## config.mk

```make
export PLATFORM = sky130hd
export DESIGN_NAME = mult_window_seq
export DESIGN_NICKNAME = d
export VERILOG_FILES = /design/src/rtl/mult_window_seq.sv
export SDC_FILE = /design/constraint.sdc
export NUM_CORES = 1
export LEC_CHECK = 0
export BUFFER_PORTS_ARGS = -buffer_cell sky130_fd_sc_hd__buf_2
export CORE_MARGIN = 4
export CORE_UTILIZATION = 60
export CTS_BUF_LIST = sky130_fd_sc_hd__clkbuf_2
export CTS_CLUSTER_DIAMETER = 30
export CTS_CLUSTER_SIZE = 14
export DETAILED_ROUTE_END_ITERATION = 8
export HOLD_SLACK_MARGIN = 0.08
export PLACE_DENSITY = 0.81
export SYNTH_ARGS = -nofsm -noshare
export SYNTH_HDL_FRONTEND = slang
export SYNTH_SLANG_ARGS = --single-unit
export TNS_END_PERCENT = 30
```

## constraint.sdc

```tcl
create_clock -name clk -period 4.7 [get_ports clk]
set_input_delay 0.47 -clock clk [delete_from_list [all_inputs] [get_ports clk]]
set_output_delay 0.47 -clock clk [all_outputs]
set_load 0.01 [all_outputs]
```

## src/rtl/mult_window_seq.sv

```systemverilog
// Iterative product of the last DEPTH non-ignored samples, one factor per clock.
// Define IGN_CNT_EN to add ign_cnt_o, a saturating count of dropped samples.
module mult_window_seq #(
    parameter int unsigned  W     = 4,
    parameter int unsigned  DEPTH = 2,
    parameter logic [W-1:0] IGN   = '0
) (
    input  logic                 clk,
    input  logic                 rst_b,
    input  logic                 in_valid_i,
    output logic                 in_ready_o,
    input  logic [W-1:0]         in_data_i,
    input  logic                 ld_i,
    output logic                 out_valid_o,
    output logic [W*DEPTH-1:0]   out_data_o,
`ifdef IGN_CNT_EN
    output logic [7:0]           ign_cnt_o,
`endif
    output logic                 busy_o
);

    localparam int unsigned     PW      = W * DEPTH;
    localparam int unsigned     CntW    = $clog2(DEPTH);
    localparam logic [CntW-1:0] LastCnt = CntW'(DEPTH - 1);

    typedef enum logic [0:0] {StIdle, StMul} state_e;

    state_e            state_q;
    logic [PW-1:0]     hist_q;
    logic [PW-1:0]     work_q;
    logic [W-1:0]      ign_q;
    logic [PW-1:0]     acc_q;
    logic [CntW-1:0]   cnt_q;
    logic [PW-1:0]     out_data_q;
    logic              out_valid_q;

    logic              accept;
    logic              drop;
    logic [PW-1:0]     hist_d;
    logic [PW-1:0]     prod;

    assign accept = in_valid_i && (state_q == StIdle) && !ld_i;
    assign drop   = accept && (in_data_i == ign_q);
    // Newest sample lives in the low W bits; the oldest falls off the top.
    assign hist_d = {hist_q[PW-W-1:0], in_data_i};
    assign prod   = acc_q * PW'(work_q[cnt_q*W +: W]);

    always_ff @(posedge clk or negedge rst_b) begin
        if (!rst_b) begin
            state_q     <= StIdle;
            hist_q      <= '0;
            work_q      <= '0;
            ign_q       <= IGN;
            acc_q       <= '0;
            cnt_q       <= '0;
            out_data_q  <= '0;
            out_valid_q <= 1'b0;
        end else begin
            out_valid_q <= 1'b0;
            if (ld_i) begin
                ign_q <= in_data_i;
            end
            unique case (state_q)
                StIdle: begin
                    if (accept && !drop) begin
                        hist_q  <= hist_d;
                        work_q  <= hist_d;
                        acc_q   <= PW'(in_data_i);
                        cnt_q   <= CntW'(1);
                        state_q <= StMul;
                    end
                end
                StMul: begin
                    acc_q <= prod;
                    cnt_q <= cnt_q + 1'b1;
                    if (cnt_q == LastCnt) begin
                        out_data_q  <= prod;
                        out_valid_q <= 1'b1;
                        state_q     <= StIdle;
                    end
                end
                default: state_q <= StIdle;
            endcase
        end
    end

`ifdef IGN_CNT_EN
    logic [7:0] ign_cnt_q;

    always_ff @(posedge clk or negedge rst_b) begin
        if (!rst_b) begin
            ign_cnt_q <= '0;
        end else if (ld_i) begin
            ign_cnt_q <= '0;
        end else if (drop && (ign_cnt_q != 8'hFF)) begin
            ign_cnt_q <= ign_cnt_q + 8'd1;
        end
    end

    assign ign_cnt_o = ign_cnt_q;
`endif

    assign in_ready_o  = (state_q == StIdle);
    assign busy_o      = (state_q == StMul);
    assign out_valid_o = out_valid_q;
    assign out_data_o  = out_data_q;

endmodule

```

==> summary.txt <==
Detailed routing
  • DRC: 0
  • First DRT Iteration DRCs: 40
  • WL/cell: 14.6 um
  • ANT nets after route: 0
  • Number of vias per cell: between 5 and 6
  • DRT Pass-1 Iters: 4
  • Total Wirelength: approximately 3400 um
  • WL met2: approximately 1800 um
  • M1 wire length: 1510 um
  • Top Layer Used: met4
  • Met3 WL: approximately 93 um
  • Vias post-DR: 1260

Clock tree
  • CTS HTree Levels: 2
  • Root Buffer: clkbuf_2
  • CTS sink count: 31
  • Post-CTS setup repair buffer count: 0
  • Worst skew pair latency: about 360 ps
  • Clock buffer depth: 2
  • Hold_buf cts: 0
  • Clk slew on worst S/H paths: between 150 and 200 ps
  • TritonCTS clock tree: yes
  • PostCTS Resize Cnt: 0
  • Num CTS Buffers: 5

Floorplanning
  • Die Area: slightly above 4000 um2
  • Die X: 63.9 um
  • Starting Density: 0.619
  • Cell Rows: 20
  • IO Pins: 19
  • Die height: between 60 and 70 um
  • Core ar.: between 3000 and 4000 um2

Flow run
  • Max-cap viol count: 0

Power and ir drop
  • Power per cell area: 615 nW/um2
  • Internal power: roughly 0.75 mW
  • Net Switching: roughly 0.5 mW
  • Share of total power in the clock network: 0.141
  • Reg power frac: 0.349
  • Gate power share: 0.510
  • P_leak: 1.07 nW
  • Worst vdd ir: roughly 0.34 mV
  • Switching Share: 0.405

Timing
  • Slew HR: 0.534
  • Layout Skew: ~7.5 ps
  • Fin crit share: 0.805
  • Slew Viols, Final: 0
  • Setup_tns: 0 ps
  • Post-layout min period: between 3000 and 4000 ps
  • Final setup vio count: 0
  • RSZ-0062 raised after global routing: false
  • Fmax: around 0.26 GHz
  • Worst-margin pin slew: between 600 and 700 ps
  • Min Hold Slack: 119 ps
  • Fin. Hold Viols: 0

Yosys
  • #FFs+latches synth: 31
  • Asr flop ratio synth: 1.00
  • Synth Warn #: 0
  • Synth unique cells: 30
  • Top FF cell, synth: dfrtp_1
  • Avg Inst Size Synth: approximately 11 um2
  • Yosys top cell area share: 0.414
  • Mapped Cells: 168
  • Synthesized area: between 1500 and 2000 um2
  • Synth area leaders: dfrtp_1 41%, fa_1 9.6%, mux2_2 9.6%, ha_1 5.3%, nand2_1 4.0%
  • Mapped Nets: about 190
  • Cell taking the most area after synthesis: dfrtp_1
  • Sequential fraction of the synthesis area: 0.414
  • Number of synthesized flops with an enable pin: 0

Finish
  • # diodes: 0
  • Layout Nets: approximately 220
  • Post-route cell area: 2060 um2
  • Share of layout cells above drive strength 1: 0.236
  • Final Non-Filler Cells: ~240
  • Fin util: 0.681
  • Most common cell after layout, fill and taps aside: dfrtp_1
  • Synth-to-Final Area Change: 10.2%
  • Commonest non-fill, non-tap cells in the layout: 31 x dfrtp_1, 20 x nand2_1, 18 x inv_1, 18 x buf_2, 16 x mux2_2
  • Layout fillers: around 230

GRT
  • Antenna violations before repair: 0
  • Overall Global Routing Usage: 0.189
  • Largest net degree at the start of global routing: 32
  • First-pass GRT wire length: approximately 6000 um
  • GRT overflow: 0
  • Vias in the first global route: 1362

Setup path
  • CP Launch Type: register
  • CP arrival: around 4100 ps
  • Worst setup EP type: register
  • Critical Path Fanout Max: 8
  • CP Class: register to register
  • Critical Path RT: 5000 ps

Place
  • Port Buffer Count: 18
  • Routability congestion estimate: around 0.9
  • Hpwl dp: about 2700 um
  • Placement Cell Area: ~2000 um2
  • Placed Cells: ~230

Hold path
  • Hold crit path type: input port to asynchronous set/reset pin

Outcome
  • Status: complete, no violations
[power by group through the flow]
| stage | Sequential [mW] | Clock (mW) | Combinational [mW] |
|---|---|---|---|
| after global routing | 0.455 | 0.196 | 0.728 |
| after global placement | 0.443 | 0 | 0.622 |
| after CTS | 0.443 | 0.183 | 0.655 |
| final | 0.443 | 0.178 | 0.648 |
| after detailed placement | 0.450 | 0 | 0.650 |
| after floorplan | 0.430 | 0 | 0.505 |
[cells in the mapped netlist (2+ instances only)]
master and count:
dfrtp_1 31, nand2_1 20, inv_1 18, mux2_2 16, fa_1 9, and2_1 8, ha_1 8, o21ai_0 8
xnor2_1 7, nor2_1 6, a21o_1 5, a21oi_1 4, a221o_1 3, and2b_1 3, clkbuf_1 2, nand2b_1 2
nand3_1 2, o21ai_2 2, xnor3_1 2, xor2_1 2
[metrics by stage]
stage / worst slack (ps) / power [mW]
6_report: 917 / 1.27
5_1_grt: 658 / 1.38
4_1_cts: 896 / 1.28
3_5_place_dp: 956 / 1.10
3_3_place_gp: 1070 / 1.07
2_1_floorplan: 1280 / 0.935
[flip-flops by register name (all words and copies together) (netlist names)]
signal / cells
cnt_q: 1
acc_q: 8
out_valid_o: 1
ign_q: 4
work_q: 8
out_data_o: 8
busy_o: 1
[per-layer routing]
| metal | track usage | vias up |
|---|---|---|
| li1 | - | 606 |
| met1 | 0.230 | 629 |
| met2 | 0.325 | 19 |
| met3 | 0.0334 | 6 |
| met4 | 0.0863 | 0 |
| met5 | 0 | - |
[cells by family (layout without fill, tap and decap cells)]
group	count (synthesis)	in the layout	synth area share
AO/OA/AOI/OAI	26	26	0.0929
XOR/XNOR	11	11	0.0661
flip-flops	31	31	0.414
adder cells (fa/ha/maj)	17	17	0.150
multiplexers	19	19	0.122
buffers and inverters	21	44	0.0461
AND/OR/NAND/NOR	43	43	0.110
[path summary, 6_finish.rpt]
path	from	to	slack [ps]	depth (start not counted)
max	cnt_q	acc_q[7]	920	12
min	rst_b	out_valid_o	120	1
max reg2reg	cnt_q	acc_q[7]	920	12
min reg2reg	out_data_o[1]	out_data_o[1]	520	1
max in group asynchronous	rst_b	ign_q[1]	4150	1
min in group clk	in_data_i[1]	ign_q[1]	380	2
[critical path: stages, from the launching register on]
cell and delay [ps]:
dfrtp_1 600, mux2_2 420, and2_1 190, fa_1 540, inv_1 50, fa_1 520
inv_1 40, ha_1 230, a211oi_1 260, o21bai_1 120, a21oi_1 160, xnor3_1 460
o21ai_2 130
[layout make-up]
class	instances	area, um2	area share
clock buffer	5	25.0	0.0121
timing repair buffer	18	90.1	0.0437
clock inverter	3	38.8	0.0188
multi-input combinational	116	1010	0.490
tap	44	55.1	0.0267
inverter	18	67.6	0.0327
sequential	31	776	0.376
(Power assumes the default switching activity.)
